--- config.mk ---
export PLATFORM = sky130hd
export DESIGN_NAME = eth_frame_stats
export DESIGN_NICKNAME = d
export VERILOG_FILES = /design/src/rtl/eth_stats_pkg.sv /design/src/rtl/eth_frame_stats_counter.sv /design/src/rtl/eth_frame_stats.sv
export SDC_FILE = /design/constraint.sdc
export NUM_CORES = 1
export LEC_CHECK = 0
export ABC_AREA = 1
export CAP_MARGIN = 20
export CORE_UTILIZATION = 40
export CTS_CLUSTER_DIAMETER = 200
export DETAILED_ROUTE_END_ITERATION = 16
export SLEW_MARGIN = 20
export SYNTH_ARGS = -nofsm -noshare
export SYNTH_HDL_FRONTEND = slang
export SYNTH_SLANG_ARGS = --single-unit
--- constraint.sdc ---
create_clock -name clk -period 15.7 [get_ports clk]
set_input_delay 2.355 -clock clk [delete_from_list [all_inputs] [get_ports clk]]
set_output_delay 2.355 -clock clk [all_outputs]
set_load 0.03 [all_outputs]
--- src/rtl/eth_stats_pkg.sv ---
// eth_stats_pkg: shared width defaults and checksum event codes
// for the Ethernet receive statistics block.
package eth_stats_pkg;

    localparam int ETH_CNT_W  = 16;
    localparam int ETH_DATA_W = 32;

    typedef enum logic [1:0] {
        EV_NONE,
        EV_GOOD,
        EV_BAD
    } stat_ev_t;

endpackage

--- src/rtl/eth_frame_stats_counter.sv ---
// stat_counter: one statistics counter with clear, saturate-or-wrap
// behaviour at all-ones and a sticky overflow flag.
module stat_counter
    import eth_stats_pkg::*;
#(
    parameter int CNT_WIDTH = ETH_CNT_W,
    parameter int SATURATE  = 1
) (
    input  logic                 clk,
    input  logic                 rst,
    input  logic                 inc,
    input  logic                 clear,
    output logic [CNT_WIDTH-1:0] count,
    output logic                 ovf
);

    logic [CNT_WIDTH-1:0] count_q, count_d;
    logic                 ovf_q, ovf_d;

    // Clear beats an increment; at all-ones either hold or wrap, flag sticks
    always_comb begin
        count_d = count_q;
        ovf_d   = ovf_q;
        if (clear) begin
            count_d = '0;
            ovf_d   = 1'b0;
        end else if (inc) begin
            if (&count_q) begin
                ovf_d   = 1'b1;
                count_d = (SATURATE != 0) ? count_q : '0;
            end else begin
                count_d = count_q + 1'b1;
            end
        end
    end

    // Counter state register
    always_ff @(posedge clk or posedge rst) begin
        if (rst) begin
            count_q <= '0;
            ovf_q   <= 1'b0;
        end else begin
            count_q <= count_d;
            ovf_q   <= ovf_d;
        end
    end

    assign count = count_q;
    assign ovf   = ovf_q;

endmodule

--- src/rtl/eth_frame_stats.sv ---
// eth_frame_stats: per-channel receive frame / checksum statistics with
// an atomic snapshot bank feeding a registered channel-select mux.
module eth_frame_stats
    import eth_stats_pkg::*;
#(
    parameter int NUM_CH     = 2,
    parameter int CNT_WIDTH  = ETH_CNT_W,
    parameter int DATA_WIDTH = ETH_DATA_W,
    parameter int SATURATE   = 1
) (
    input  logic                  clk,
    input  logic                  rst,
    input  logic [NUM_CH-1:0]     axiiv,
    input  logic [NUM_CH-1:0]     done,
    input  logic [NUM_CH-1:0]     kill,
    input  logic                  agg_valid,
    input  logic [DATA_WIDTH-1:0] agg_data,
    input  logic                  clear,
    input  logic                  snap_req,
    output logic                  snap_valid,
    input  logic [((NUM_CH > 1) ? $clog2(NUM_CH) : 1)-1:0] sel,
    output logic [CNT_WIDTH-1:0]  frame_cnt,
    output logic [CNT_WIDTH-1:0]  good_cnt,
    output logic [CNT_WIDTH-1:0]  bad_cnt,
    output logic                  ovf,
    output logic [DATA_WIDTH-1:0] last_val
);

    localparam int SEL_W = (NUM_CH > 1) ? $clog2(NUM_CH) : 1;

    logic [NUM_CH-1:0]     prev_v_q, prev_v_d;
    logic [NUM_CH-1:0]     frame_ev, good_ev, bad_ev;
    stat_ev_t              ck_ev [NUM_CH];

    logic [CNT_WIDTH-1:0]  live_frame [NUM_CH];
    logic [CNT_WIDTH-1:0]  live_good  [NUM_CH];
    logic [CNT_WIDTH-1:0]  live_bad   [NUM_CH];
    logic [NUM_CH-1:0]     ovf_frame, ovf_good, ovf_bad, ovf_live;
    logic [DATA_WIDTH-1:0] last_live_q, last_live_d;

    logic [CNT_WIDTH-1:0]  snap_frame_q [NUM_CH];
    logic [CNT_WIDTH-1:0]  snap_frame_d [NUM_CH];
    logic [CNT_WIDTH-1:0]  snap_good_q  [NUM_CH];
    logic [CNT_WIDTH-1:0]  snap_good_d  [NUM_CH];
    logic [CNT_WIDTH-1:0]  snap_bad_q   [NUM_CH];
    logic [CNT_WIDTH-1:0]  snap_bad_d   [NUM_CH];
    logic [NUM_CH-1:0]     snap_ovf_q, snap_ovf_d;
    logic [DATA_WIDTH-1:0] snap_last_q, snap_last_d;
    logic                  snap_valid_q, snap_valid_d;

    logic [CNT_WIDTH-1:0]  frame_cnt_q, frame_cnt_d;
    logic [CNT_WIDTH-1:0]  good_cnt_q, good_cnt_d;
    logic [CNT_WIDTH-1:0]  bad_cnt_q, bad_cnt_d;
    logic                  ovf_q, ovf_d;

    // Frame end on valid falling edge; kill dominates done
    always_comb begin
        prev_v_d = axiiv;
        frame_ev = prev_v_q & ~axiiv;
        good_ev  = '0;
        bad_ev   = '0;
        for (int c = 0; c < NUM_CH; c++) begin
            ck_ev[c] = EV_NONE;
            if (kill[c]) begin
                ck_ev[c] = EV_BAD;
            end else if (done[c]) begin
                ck_ev[c] = EV_GOOD;
            end
            good_ev[c] = (ck_ev[c] == EV_GOOD);
            bad_ev[c]  = (ck_ev[c] == EV_BAD);
        end
    end

    for (genvar c = 0; c < NUM_CH; c++) begin : g_ch
        stat_counter #(
            .CNT_WIDTH (CNT_WIDTH),
            .SATURATE  (SATURATE)
        ) u_frame (
            .clk   (clk),
            .rst   (rst),
            .inc   (frame_ev[c]),
            .clear (clear),
            .count (live_frame[c]),
            .ovf   (ovf_frame[c])
        );
        stat_counter #(
            .CNT_WIDTH (CNT_WIDTH),
            .SATURATE  (SATURATE)
        ) u_good (
            .clk   (clk),
            .rst   (rst),
            .inc   (good_ev[c]),
            .clear (clear),
            .count (live_good[c]),
            .ovf   (ovf_good[c])
        );
        stat_counter #(
            .CNT_WIDTH (CNT_WIDTH),
            .SATURATE  (SATURATE)
        ) u_bad (
            .clk   (clk),
            .rst   (rst),
            .inc   (bad_ev[c]),
            .clear (clear),
            .count (live_bad[c]),
            .ovf   (ovf_bad[c])
        );
    end

    assign ovf_live = ovf_frame | ovf_good | ovf_bad;

    // Snapshot takes pre-update live values; output mux reads the new bank
    always_comb begin
        last_live_d = last_live_q;
        if (clear) begin
            last_live_d = '0;
        end else if (agg_valid) begin
            last_live_d = agg_data;
        end

        snap_frame_d = snap_frame_q;
        snap_good_d  = snap_good_q;
        snap_bad_d   = snap_bad_q;
        snap_ovf_d   = snap_ovf_q;
        snap_last_d  = snap_last_q;
        snap_valid_d = snap_req;
        if (snap_req) begin
            snap_frame_d = live_frame;
            snap_good_d  = live_good;
            snap_bad_d   = live_bad;
            snap_ovf_d   = ovf_live;
            snap_last_d  = last_live_q;
        end

        frame_cnt_d = '0;
        good_cnt_d  = '0;
        bad_cnt_d   = '0;
        ovf_d       = 1'b0;
        for (int c = 0; c < NUM_CH; c++) begin
            if (sel == SEL_W'(c)) begin
                frame_cnt_d = snap_frame_d[c];
                good_cnt_d  = snap_good_d[c];
                bad_cnt_d   = snap_bad_d[c];
                ovf_d       = snap_ovf_d[c];
            end
        end
    end

    // Edge history, last value, snapshot bank and output registers
    always_ff @(posedge clk or posedge rst) begin
        if (rst) begin
            prev_v_q     <= '0;
            last_live_q  <= '0;
            snap_frame_q <= '{default: '0};
            snap_good_q  <= '{default: '0};
            snap_bad_q   <= '{default: '0};
            snap_ovf_q   <= '0;
            snap_last_q  <= '0;
            snap_valid_q <= 1'b0;
            frame_cnt_q  <= '0;
            good_cnt_q   <= '0;
            bad_cnt_q    <= '0;
            ovf_q        <= 1'b0;
        end else begin
            prev_v_q     <= prev_v_d;
            last_live_q  <= last_live_d;
            snap_frame_q <= snap_frame_d;
            snap_good_q  <= snap_good_d;
            snap_bad_q   <= snap_bad_d;
            snap_ovf_q   <= snap_ovf_d;
            snap_last_q  <= snap_last_d;
            snap_valid_q <= snap_valid_d;
            frame_cnt_q  <= frame_cnt_d;
            good_cnt_q   <= good_cnt_d;
            bad_cnt_q    <= bad_cnt_d;
            ovf_q        <= ovf_d;
        end
    end

    assign snap_valid = snap_valid_q;
    assign frame_cnt  = frame_cnt_q;
    assign good_cnt   = good_cnt_q;
    assign bad_cnt    = bad_cnt_q;
    assign ovf        = ovf_q;
    assign last_val   = snap_last_q;

endmodule

After elaboration in Yosys (flattened, before gate mapping)
Cells that the tools add are included.
{ "classes": {"addsub": 6, "eq_ne": 10, "mux": 50, "bitwise_logic": 4, "reduce_logical": 31} }
{ "ops": {"columns": ["op", "count"], "rows": [
  ["$mux W16", 21],
  ["$mux W32", 5],
  ["$add A16 B1 Y16 const B", 6],
  ["$reduce_and A16 Y1", 6],
  ["$reduce_bool A2 Y1", 13],
  ["$reduce_and A2 Y1", 12],
  ["$mux W1", 21],
  ["$ne A2 B2 Y1 const B", 6],
  ["$mux W2", 3],
  ["$eq A2 B1 Y1 const B", 2],
  ["$eq A2 B2 Y1 const B", 2],
  ["$or A2 B2 Y2", 2],
  ["$and A2 B2 Y2", 1],
  ["$not A2 Y2", 1]
]} }
{ "totals": {"register_bits": 316, "inputBits": 44, "output_inout_bits": 82, "elab_cells": 128} }

Longest topological paths before layout
Gate-level depths: netlist of run 1.
{ "logic_depth": {"depth_word": 5, "mapped_depth": 10, "depth_no_buf": 10} }

Cells and area by module
Synthesis of run 1 repeated with hierarchy kept, for this count alone.
{ "hier_totals": {"hier_cells": 1765, "area_unflattened_um2": 14687.8} }
{ "by_module_without_submodules": {"columns": ["module", "n_inst", "cells_per_inst", "area_each_um2", "seq_area_each_um2"], "rows": [
  ["eth_frame_stats", 1, 883, 8194.1, 5355.1],
  ["stat_counter", 6, 147, 1082.3, 425.4]
]} }

Least setup slack after synthesis of run 1
OpenSTA, ideal clock, no wires.
{ "synth_path": {"kind": "input to register", "start": "in clear", "end": "reg g_ch[1].u_bad.count_q[3]", "setup_ns": 0.137, "arrival_time_ns": 3.200, "required_time_ns": 15.563, "slack_ns": 12.363, "path_stages": 7, "path_buffers": 3, "cell_sequence": "buf_4 inv_1 buf_2 buf_2 o21ai_0 nand2_1 o21ai_0"} }
{ "synth_via": {"elab_chain_len": 2, "word_cells_on_any_way": 4, "classes_between": "eq/ne (1); mux (1); reduce/logical (2)"} }
{ "synth_lines": {"columns": ["element", "line", "text"], "rows": [
  ["start, declared", "eth_frame_stats.sv:18", "input logic clear,"],
  ["$ne A2 B2 Y1 (no source line) or $reduce_bool A2 Y1 (tied branches)", null, null],
  ["$reduce_and A2 Y1 (no source line)", null, null],
  ["end signal, assigned", "eth_frame_stats_counter.sv:43", "count_q <= count_d;"],
  ["end, declared", "eth_frame_stats_counter.sv:17", "logic [CNT_WIDTH-1:0] count_q, count_d;"]
]} }
Parallel ways exist; a longest one is shown, timed or not.
A chain may end at the register's enable or synchronous reset.

Final worst setup path of run 1
{ "layout_path": {"start": "in clear", "end": "reg g_ch[0].u_good.count_q[7]"} }
{ "layout_via": {"elab_chain_len": 2, "word_cells_on_any_way": 4, "classes_between": "eq/ne (1); mux (1); reduce/logical (2)"} }
{ "layout_lines": {"columns": ["element", "line"], "rows": [
  ["$ne A2 B2 Y1 (no source line) or $reduce_bool A2 Y1 (tied branches)", null],
  ["$reduce_and A2 Y1 (no source line)", null],
  ["end signal, assigned", "eth_frame_stats_counter.sv:43"],
  ["end, declared", "eth_frame_stats_counter.sv:17"]
]} }
Parallel ways exist; a longest one is shown, timed or not.

==> out/qor.txt, run 1 <==
Status -> completed
Netlist cell types -> 28
# H-tree levels -> 2
# setup viols final -> 0
Tightest Pin Transition -> 1.02 ns
DP HPWL -> 22,700 µm
Avg Cell Area, Syn -> 8.23 µm²
Largest net degree at the start of global routing -> 114
Die W -> 191 µm
Multi-input gate area -> 5270 µm²
EDFF count, synth -> 0
# diodes -> 0
Worst r2r src -> g_ch[0].u_good.count[1]
Fmax -> 209 MHz
Sequential fraction of the synthesis area -> 55.6%
Final setup TNS -> 0 ns
Clock buffer depth -> 3
Worst path required time -> 16.12 ns
Final min period -> 4.79 ns
Hold-fix buffers, CTS -> 0
Top FF cell, synth -> dfrtp_1
Max_cap viols -> 0
Post-CTS Setup Inserts -> 0
Via count -> 11,400
CTS buffer count -> 36
Clk_lat worst skew -> 0.53 ns
Reg2Reg Depth -> 10
Leak -> 7.95 nW
Power Density -> 110 nW/µm²
Placed insts -> 2,249
Metal2 WL -> 16,500 µm
NumNets Final -> 1,882
CTS tree -> yes
Drt drc -> 0
RSZ-0062 raised after global routing -> false
Grt ovf -> 0
First-pass GRT wire length -> 57,200 µm
Worst setup SP type -> primary input
Hold Path Cell Cnt -> 2
WL final -> 34,200 µm
Vias in the first global route -> 11,300
Max Used Layer -> met4
Post-synth top area share -> 55.6%
Routed Antenna Nets -> 0
DRT iter0 DRCs -> 802
TritonRoute pass-1 iters -> 5
Hold path startpoint -> snap_good_q[1]
Clock sink count -> 316
Gpl congestion -> 0.857
Top post-synthesis cells by count -> 544 x nand2_1, 316 x dfrtp_1, 244 x o21ai_0, 189 x inv_1, 110 x nor2_1
Share of layout cells above drive strength 1 -> 6.15%
Post-layout util -> 48.7%
# resized after CTS -> 0
Worst Path Max Fanout -> 49
Reg2reg setup slack -> 13.63 ns
Hold EP -> snap_good_q[1]
Die area -> 36,300 µm²
Asr flop ratio synth -> 100%
Area contributors post-synth -> dfrtp_1 56%, nand2_1 14%, o21ai_0 8.6%, inv_1 5.0%, nand3_1 3.3%
Setup CP Type -> in2reg
IO Count -> 126
Initial antenna violation count -> 0
I/O Buffers -> 125
Final worst path period share -> 30.5%
Initial Utilization -> 40.9%
Die H -> 191 µm
Hold WC Path Type -> reg2reg
Register Area -> 7910 µm²
Final slew viol count -> 0
Syn Nets -> 1,778
Vias per cell -> 4.93
Setup Skew -> 0.0220 ns
Area leader, netlist -> dfrtp_1
Worst EP arrival -> 5.21 ns
Row cnt -> 68
WL met3 -> 1240 µm
Peak VDD IR -> 0.0654 mV
Endpoint type of the worst setup path -> register
Final hold viol count -> 0
Synth Instances -> 1,728
Fillers -> 3,351
WL met1 -> 15,900 µm
Post-Syn Area -> 14,200 µm²
All-Layer GR Usage -> 19.5%
Reg2reg end -> g_ch[0].u_good.count[7]
Clock transition at the registers of the reported paths -> 0.06 ns
YS warnings -> 0
Slew HR -> 32.2%
Root Driver -> clkbuf_16
Cell with the most instances after synthesis -> nand2_1
Yosys reg bits -> 316
Post-DR wirelength/cell -> 14.8 µm
Area delta synth->final -> 19.3%
Core area -> 34,800 µm²
Fin cells -> 2,310
[layer usage]
metal	vias to the layer above	track usage [%]
met1	5482	26.3
li1	5656	-
met4	0	4.83
met3	44	2.89
met5	-	0
met2	203	32.7
[report_power, final]
group	switching, mW	total (mW)	internal (mW)
Combinational	0.108	0.162	0.0539
Clock	0.333	0.840	0.508
Sequential	0.0161	0.865	0.849
Total	0.457	1.87	1.41
[cell usage in the layout (no fill, tap or decap), types with 2 or more instances in the layout]
cell | netlist | routed
nand2_1 | 544 | 544
dfrtp_1 | 316 | 316
o21ai_0 | 244 | 244
inv_1 | 189 | 186
clkdlybuf4s50_1 | 0 | 123
nor2_1 | 110 | 110
nand3_1 | 95 | 95
clkbuf_16 | 0 | 38
xor2_1 | 34 | 34
o21ai_1 | 32 | 32
nand4_1 | 26 | 26
or2_2 | 21 | 21
nor2_2 | 12 | 12
buf_4 | 3 | 9
clkbuf_1 | 33 | 8
a21oi_1 | 7 | 7
nand2_2 | 7 | 7
clkbuf_8 | 0 | 7
ha_1 | 6 | 6
nor3_1 | 4 | 4
clkinv_2 | 0 | 4
nor2_4 | 3 | 3
nand2_4 | 3 | 3
inv_2 | 1 | 2
nand3b_1 | 2 | 2
bufinv_16 | 0 | 2
buf_2 | 17 | 2
[final cells by class]
cell class,count,area share [%]
multi-input cells,1154,31.1
repair buffers,134,7.72
clock buffers,53,6.35
well taps,455,3.36
clock inverters,8,0.620
flip-flops and latches,316,46.6
inverters,190,4.26
[per-stage QoR]
| step | area, µm² | setup WS, ns | total power, mW | hold slack, ns |
|---|---|---|---|---|
| after floorplan | 14200 | 4.60 | 0.977 | 0.438 |
| after global placement | 15800 | 10.36 | 1.04 | 0.455 |
| after detailed placement | 15800 | 10.31 | 1.04 | 0.455 |
| after CTS | 17000 | 10.89 | 1.89 | 0.472 |
| after global routing | 17000 | 10.60 | 1.94 | 0.487 |
| final | 17000 | 10.91 | 1.87 | 0.469 |
[kinds of logic (layout without fill, tap and decap cells)]
family,count (synthesis),after routing,share of synthesized area (%)
simple gates,827,827,24.2
compound gates,286,286,10.1
fa+ha+maj,6,6,0.528
xor+xnor,35,35,2.16
flops,316,316,55.6
buf+inv,258,385,7.36
[sequential cells by signal, summed over array words and instances, names as in the netlist]
| register | count |
|---|---|
| snap_good_q | 32 |
| g_ch.u_bad.count | 32 |
| bad_cnt | 16 |
| snap_frame_q | 32 |
| ovf | 1 |
| last_live_q | 32 |
| g_ch.u_good.ovf | 2 |
| snap_bad_q | 32 |
| snap_valid | 1 |
| prev_v_q | 2 |
| g_ch.u_frame.count | 32 |
| last_val | 32 |
| g_ch.u_frame.ovf | 2 |
| snap_ovf_q | 2 |
| g_ch.u_good.count | 32 |
| frame_cnt | 16 |
| good_cnt | 16 |
| g_ch.u_bad.ovf | 2 |
[worst max-delay path: stages]
cell and delay [ns]:
clkdlybuf4s50_1 0.39, buf_4 0.25, inv_2 0.68, buf_4 0.59, nand2_1 0.11, nand2_1 0.49
inv_1 0.15, nand2_1 0.10, nand2_1 0.05
[how the worst max path moves through the flow]
stage | cells past startpoint | from | endpoint | slack [ns]
6_report | 9 | clear | g_ch[0].u_good.count[7] | 10.91
5_1_grt | 9 | clear | g_ch[0].u_good.count[7] | 10.60
4_1_cts | 9 | clear | g_ch[0].u_good.count[7] | 10.89
3_5_place_dp | 9 | clear | g_ch[0].u_good.count[7] | 10.31
3_3_place_gp | 9 | clear | g_ch[0].u_good.count[7] | 10.36
2_1_floorplan | 1 | rst | bad_cnt[0] | 4.60
Note: power is estimated with default switching activity, not from simulation.
==> run 2, diff against run 1 <==
==> constraint.sdc (replaced) <==
create_clock -name clk -period 4.7 [get_ports clk]
set_input_delay 0.705 -clock clk [delete_from_list [all_inputs] [get_ports clk]]
set_output_delay 0.705 -clock clk [all_outputs]
set_load 0.03 [all_outputs]
==> run 2 against run 1 <==
Critical path depth shrank 4. Total power grew to 3.4 times the previous value. Combinational power grew to 3.4 times the previous value. Routed wire length grew 0.90%. Largest cell class unchanged.
==> out/qor.txt, run 2 (synthesized netlist as in run 1, its figures left out) <==
RSZ-0062 raised after global routing -> false
Status -> completed
Worst path required time -> 5.14 ns
Hold Path Cell Cnt -> 2
DP HPWL -> 23,200 µm
Grt ovf -> 0
# diodes -> 0
Slowest CP cell -> buf_4
# resized after CTS -> 0
Post-CTS Setup Inserts -> 0
Final worst path period share -> 52.2%
Reg2reg setup slack -> 2.60 ns
Hold EP -> snap_good_q[8]
Fillers -> 3,335
Leak -> 7.99 nW
Setup Skew -> 0.0152 ns
Cells along the critical path -> clkdlybuf4s50_1, inv_2, buf_4, nand2_1, o21ai_1
First-pass GRT wire length -> 57,800 µm
Final min period -> 2.45 ns
Largest net degree at the start of global routing -> 134
Commonest non-fill, non-tap cells in the layout -> 544 x nand2_1, 316 x dfrtp_1, 244 x o21ai_0
Initial Utilization -> 40.9%
Max incr delay on CP -> 0.66 ns
Placed cell area -> 15,800 µm²
# setup viols final -> 0
Root Driver -> clkbuf_16
CTS tree -> yes
Hold WC Path Type -> reg2reg
Setup CP Type -> in2reg
Initial antenna violation count -> 0
Fin cells -> 2,313
Worst r2r src -> g_ch[0].u_good.count[1]
Placed insts -> 2,250
Clock sink count -> 316
Die area -> 36,300 µm²
Final hold viol count -> 0
Via count -> 11,400
Vias in the first global route -> 11,300
Power Density -> 374 nW/µm²
Row cnt -> 68
Vias per cell -> 4.91
Clock transition at the registers of the reported paths -> 0.06 ns
All-Layer GR Usage -> 19.8%
I/O Buffers -> 125
Worst EP arrival -> 2.89 ns
Max_cap viols -> 0
Worst Path Max Fanout -> 54
Share of layout cells above drive strength 1 -> 6.40%
Crit path max-delay family -> buffers and inverters
DRT iter0 DRCs -> 757
Endpoint type of the worst setup path -> register
Commonest non-fill, non-tap cell in the layout -> nand2_1
Gpl congestion -> 0.888
Drt drc -> 0
IO Count -> 126
Setup slack after placement -> 1.64 ns
Final Worst Setup Slack -> 2.25 ns
Routed Antenna Nets -> 0
Worst setup SP type -> primary input
WP buf/inv -> 3
Final Cell Area -> 17,100 µm²
CTS buffer count -> 36
Tightest Pin Transition -> 0.987 ns
Clk_lat worst skew -> 0.51 ns
Area delta synth->final -> 20.1%
Slew HR -> 34.2%
Die H -> 191 µm
Reg2Reg Depth -> 10
Clock buffer depth -> 3
Post-DR wirelength/cell -> 14.9 µm
Fmax -> 407 MHz
WL final -> 34,600 µm
Hold-fix buffers, CTS -> 0
Peak VDD IR -> 0.263 mV
Die W -> 191 µm
TritonRoute pass-1 iters -> 5
# H-tree levels -> 2
Core area -> 34,800 µm²
Final slew viol count -> 0
Reg2reg end -> g_ch[0].u_good.count[4]
WP depth -> 5
NumNets Final -> 1,883
Post-layout util -> 49.1%
Hold path startpoint -> snap_good_q[8]
## run 2: metrics by stage
step | TNS, ns | hold slack, ns | total power, mW
after floorplan | -68.21 | 0.438 | 3.27
after global placement | 0 | 0.454 | 3.49
after detailed placement | 0 | 0.462 | 3.50
after CTS | 0 | 0.476 | 6.47
after global routing | 0 | 0.490 | 6.65
final | 0 | 0.473 | 6.39
## run 2: how the worst max path moves through the flow
| stage | start | to | slack [ns] |
|---|---|---|---|
| 3_3_place_gp | clear | g_ch[1].u_frame.count[0] | 1.74 |
| 5_1_grt | clear | g_ch[0].u_frame.count[8] | 2.10 |
| 2_1_floorplan | rst | bad_cnt[0] | -0.22 |
| 3_5_place_dp | clear | g_ch[1].u_frame.count[3] | 1.64 |
| 4_1_cts | clear | g_ch[1].u_frame.count[0] | 2.19 |
| 6_report | clear | g_ch[1].u_frame.count[0] | 2.25 |
## run 2: power by group
group          internal, mW  switching [mW]
combinational         0.184           0.364
sequential             2.84          0.0548
clock                  1.83            1.12
total                  4.85            1.54
## run 2: area by class of cell
type | count | area [µm²] | area share [%]
multi-input cells | 1154 | 5270 | 30.9
flip-flops and latches | 316 | 7910 | 46.3
inverters | 190 | 719 | 4.21
repair buffers | 135 | 1350 | 7.93
clock inverters | 14 | 213 | 1.25
well taps | 455 | 569 | 3.33
clock buffers | 49 | 1040 | 6.10
## run 2: per-layer routing
layer	vias up	track usage, %	share of wire [%]
li1	5667	-	-
met5	-	0	0
met3	61	2.89	4.0
met1	5402	26.0	46
met4	0	6.25	2.4
met2	223	33.7	48
## run 2: worst register-to-register path, stage by stage, from the launching register on
cell and delay (ns):
dfrtp_1 0.40, ha_1 0.20, nand3_1 0.17, inv_1 0.09, nand2_1 0.13, nor2_1 0.14, nand2_1 0.05, nand2_1 0.50
inv_1 0.15, nand2_1 0.10, nand2_1 0.05
==> run 3, diff against run 2 <==
==> constraint.sdc (replaced) <==
create_clock -name clk -period 2.5 [get_ports clk]
set_input_delay 0.375 -clock clk [delete_from_list [all_inputs] [get_ports clk]]
set_output_delay 0.375 -clock clk [all_outputs]
set_load 0.03 [all_outputs]
==> run 3 against run 2 <==
Clock skew increased by 0.0052 ns. Sequential share of layout area decreased by 0.20 points. Critical path depth increased by 5. Highest routed layer unchanged. Setup slack got worse by 1.9 ns.
==> out/qor.txt, run 3 (synthesized netlist as in run 1, its figures left out) <==
Root Driver -> clkbuf_16
Final Cell Area -> 17,100 µm²
DRT iter0 DRCs -> 740
RSZ-0062 raised after global routing -> false
Power Density -> 684 nW/µm²
Initial Utilization -> 40.9%
Reg2Reg Depth -> 10
Reg2reg setup slack -> 0.36 ns
Clock sink count -> 316
Placed insts -> 2,263
Drt drc -> 0
Register Area -> 7910 µm²
Max incr delay on CP -> 0.50 ns
Row cnt -> 68
Setup slack after placement -> 0.145 ns
Worst r2r src -> g_ch[0].u_good.count[1]
Setup CP Type -> reg2reg
Vias per cell -> 4.88
Final worst path period share -> 85.5%
DP HPWL -> 23,100 µm
Multi-input gate area -> 5270 µm²
TritonRoute pass-1 iters -> 5
CTS tree -> yes
Final Worst Setup Slack -> 0.362 ns
Clk_lat worst skew -> 0.51 ns
Slew HR -> 56.9%
Commonest non-fill, non-tap cells in the layout -> 544 x nand2_1, 316 x dfrtp_1, 244 x o21ai_0
Worst Path Max Fanout -> 21
First-pass GRT wire length -> 57,400 µm
Fin cells -> 2,324
All-Layer GR Usage -> 19.5%
Worst setup SP type -> register
Routed Antenna Nets -> 0
Core area -> 34,800 µm²
Via count -> 11,300
Largest net degree at the start of global routing -> 103
Worst EP arrival -> 2.53 ns
Hold-fix buffers, CTS -> 0
Placed cell area -> 16,000 µm²
Die H -> 191 µm
Setup Skew -> 0.0204 ns
Fmax -> 468 MHz
Final min period -> 2.14 ns
Final hold viol count -> 0
Post-DR wirelength/cell -> 14.7 µm
I/O Buffers -> 125
# H-tree levels -> 2
Fillers -> 3,316
CTS buffer count -> 36
Status -> completed
Tightest Pin Transition -> 0.645 ns
Final slew viol count -> 0
# resized after CTS -> 0
IO Count -> 126
Reg2reg end -> g_ch[0].u_good.count[7]
Crit. Startpoint -> g_ch[0].u_good.count[1]
Clock buffer depth -> 3
Grt ovf -> 0
WL final -> 34,200 µm
Endpoint type of the worst setup path -> register
CP most frequent cell -> nand2_1
Hold WC Path Type -> in2async
Clock transition at the registers of the reported paths -> 0.06 ns
Post-CTS Setup Inserts -> 0
Die W -> 191 µm
Total power -> 11.7 mW
Worst path required time -> 2.90 ns
Vias in the first global route -> 11,300
Die area -> 36,300 µm²
# diodes -> 0
Share of layout cells above drive strength 1 -> 6.80%
Initial antenna violation count -> 0
Area delta synth->final -> 20.6%
NumNets Final -> 1,896
Leak -> 8.03 nW
Peak VDD IR -> 0.479 mV
Max_cap viols -> 0
Gpl congestion -> 0.884
# setup viols final -> 0
Hold slack -> 0.186 ns
Slowest CP cell -> nand2_1
Commonest non-fill, non-tap cell in the layout -> nand2_1
Cells along the critical path -> ha_1, nand3_1, inv_1, nand2_1, nor2_1, nand2_1, nand2_1, inv_1, nand2_1, nand2_1
-- run 3: how the worst max path moves through the flow --
stage                                    to
detailed placement  g_ch[0].u_good.count[7]
floorplan                        bad_cnt[0]
CTS                 g_ch[0].u_good.count[7]
global placement    g_ch[0].u_good.count[7]
global route        g_ch[0].u_good.count[7]
finish              g_ch[0].u_good.count[7]
-- run 3: metal layers --
metal	wire length, µm	global-route usage, %	up-vias
li1	-	-	5693
met1	16000	26.7	5395
met2	16200	32.3	199
met3	1300	2.56	55
met4	775	5.38	0
met5	0	0	-
-- run 3: through the flow --
step / setup TNS [ns] / util, %
after floorplan: -659.13 / -
after CTS: 0 / 49.3
after detailed placement: 0 / 45.9
final: 0 / 49.3
after global routing: 0 / 49.3
after global placement: 0 / 45.9
-- run 3: power breakdown --
group | internal [mW] | switching (mW) | total [mW]
combinational | 0.368 | 0.688 | 1.06
clock | 3.19 | 2.05 | 5.24
sequential | 5.33 | 0.0968 | 5.43
-- run 3: final cells by class --
type | instances | share of cell area [%]
Sequential cell | 316 | 46.1
Clock inverter | 7 | 0.591
Clock buffer | 54 | 6.30
Inverter | 190 | 4.20
Timing Repair Buffer | 148 | 8.76
Multi-Input combinational cell | 1154 | 30.7
Tap cell | 455 | 3.32
-- run 3: critical path: cells and delay by family, from the launching register on --
kind	cells	cell delay, ns
simple gates	7	1.17
flops	1	0.39
fa+ha+maj	1	0.21
buf+inv	2	0.26
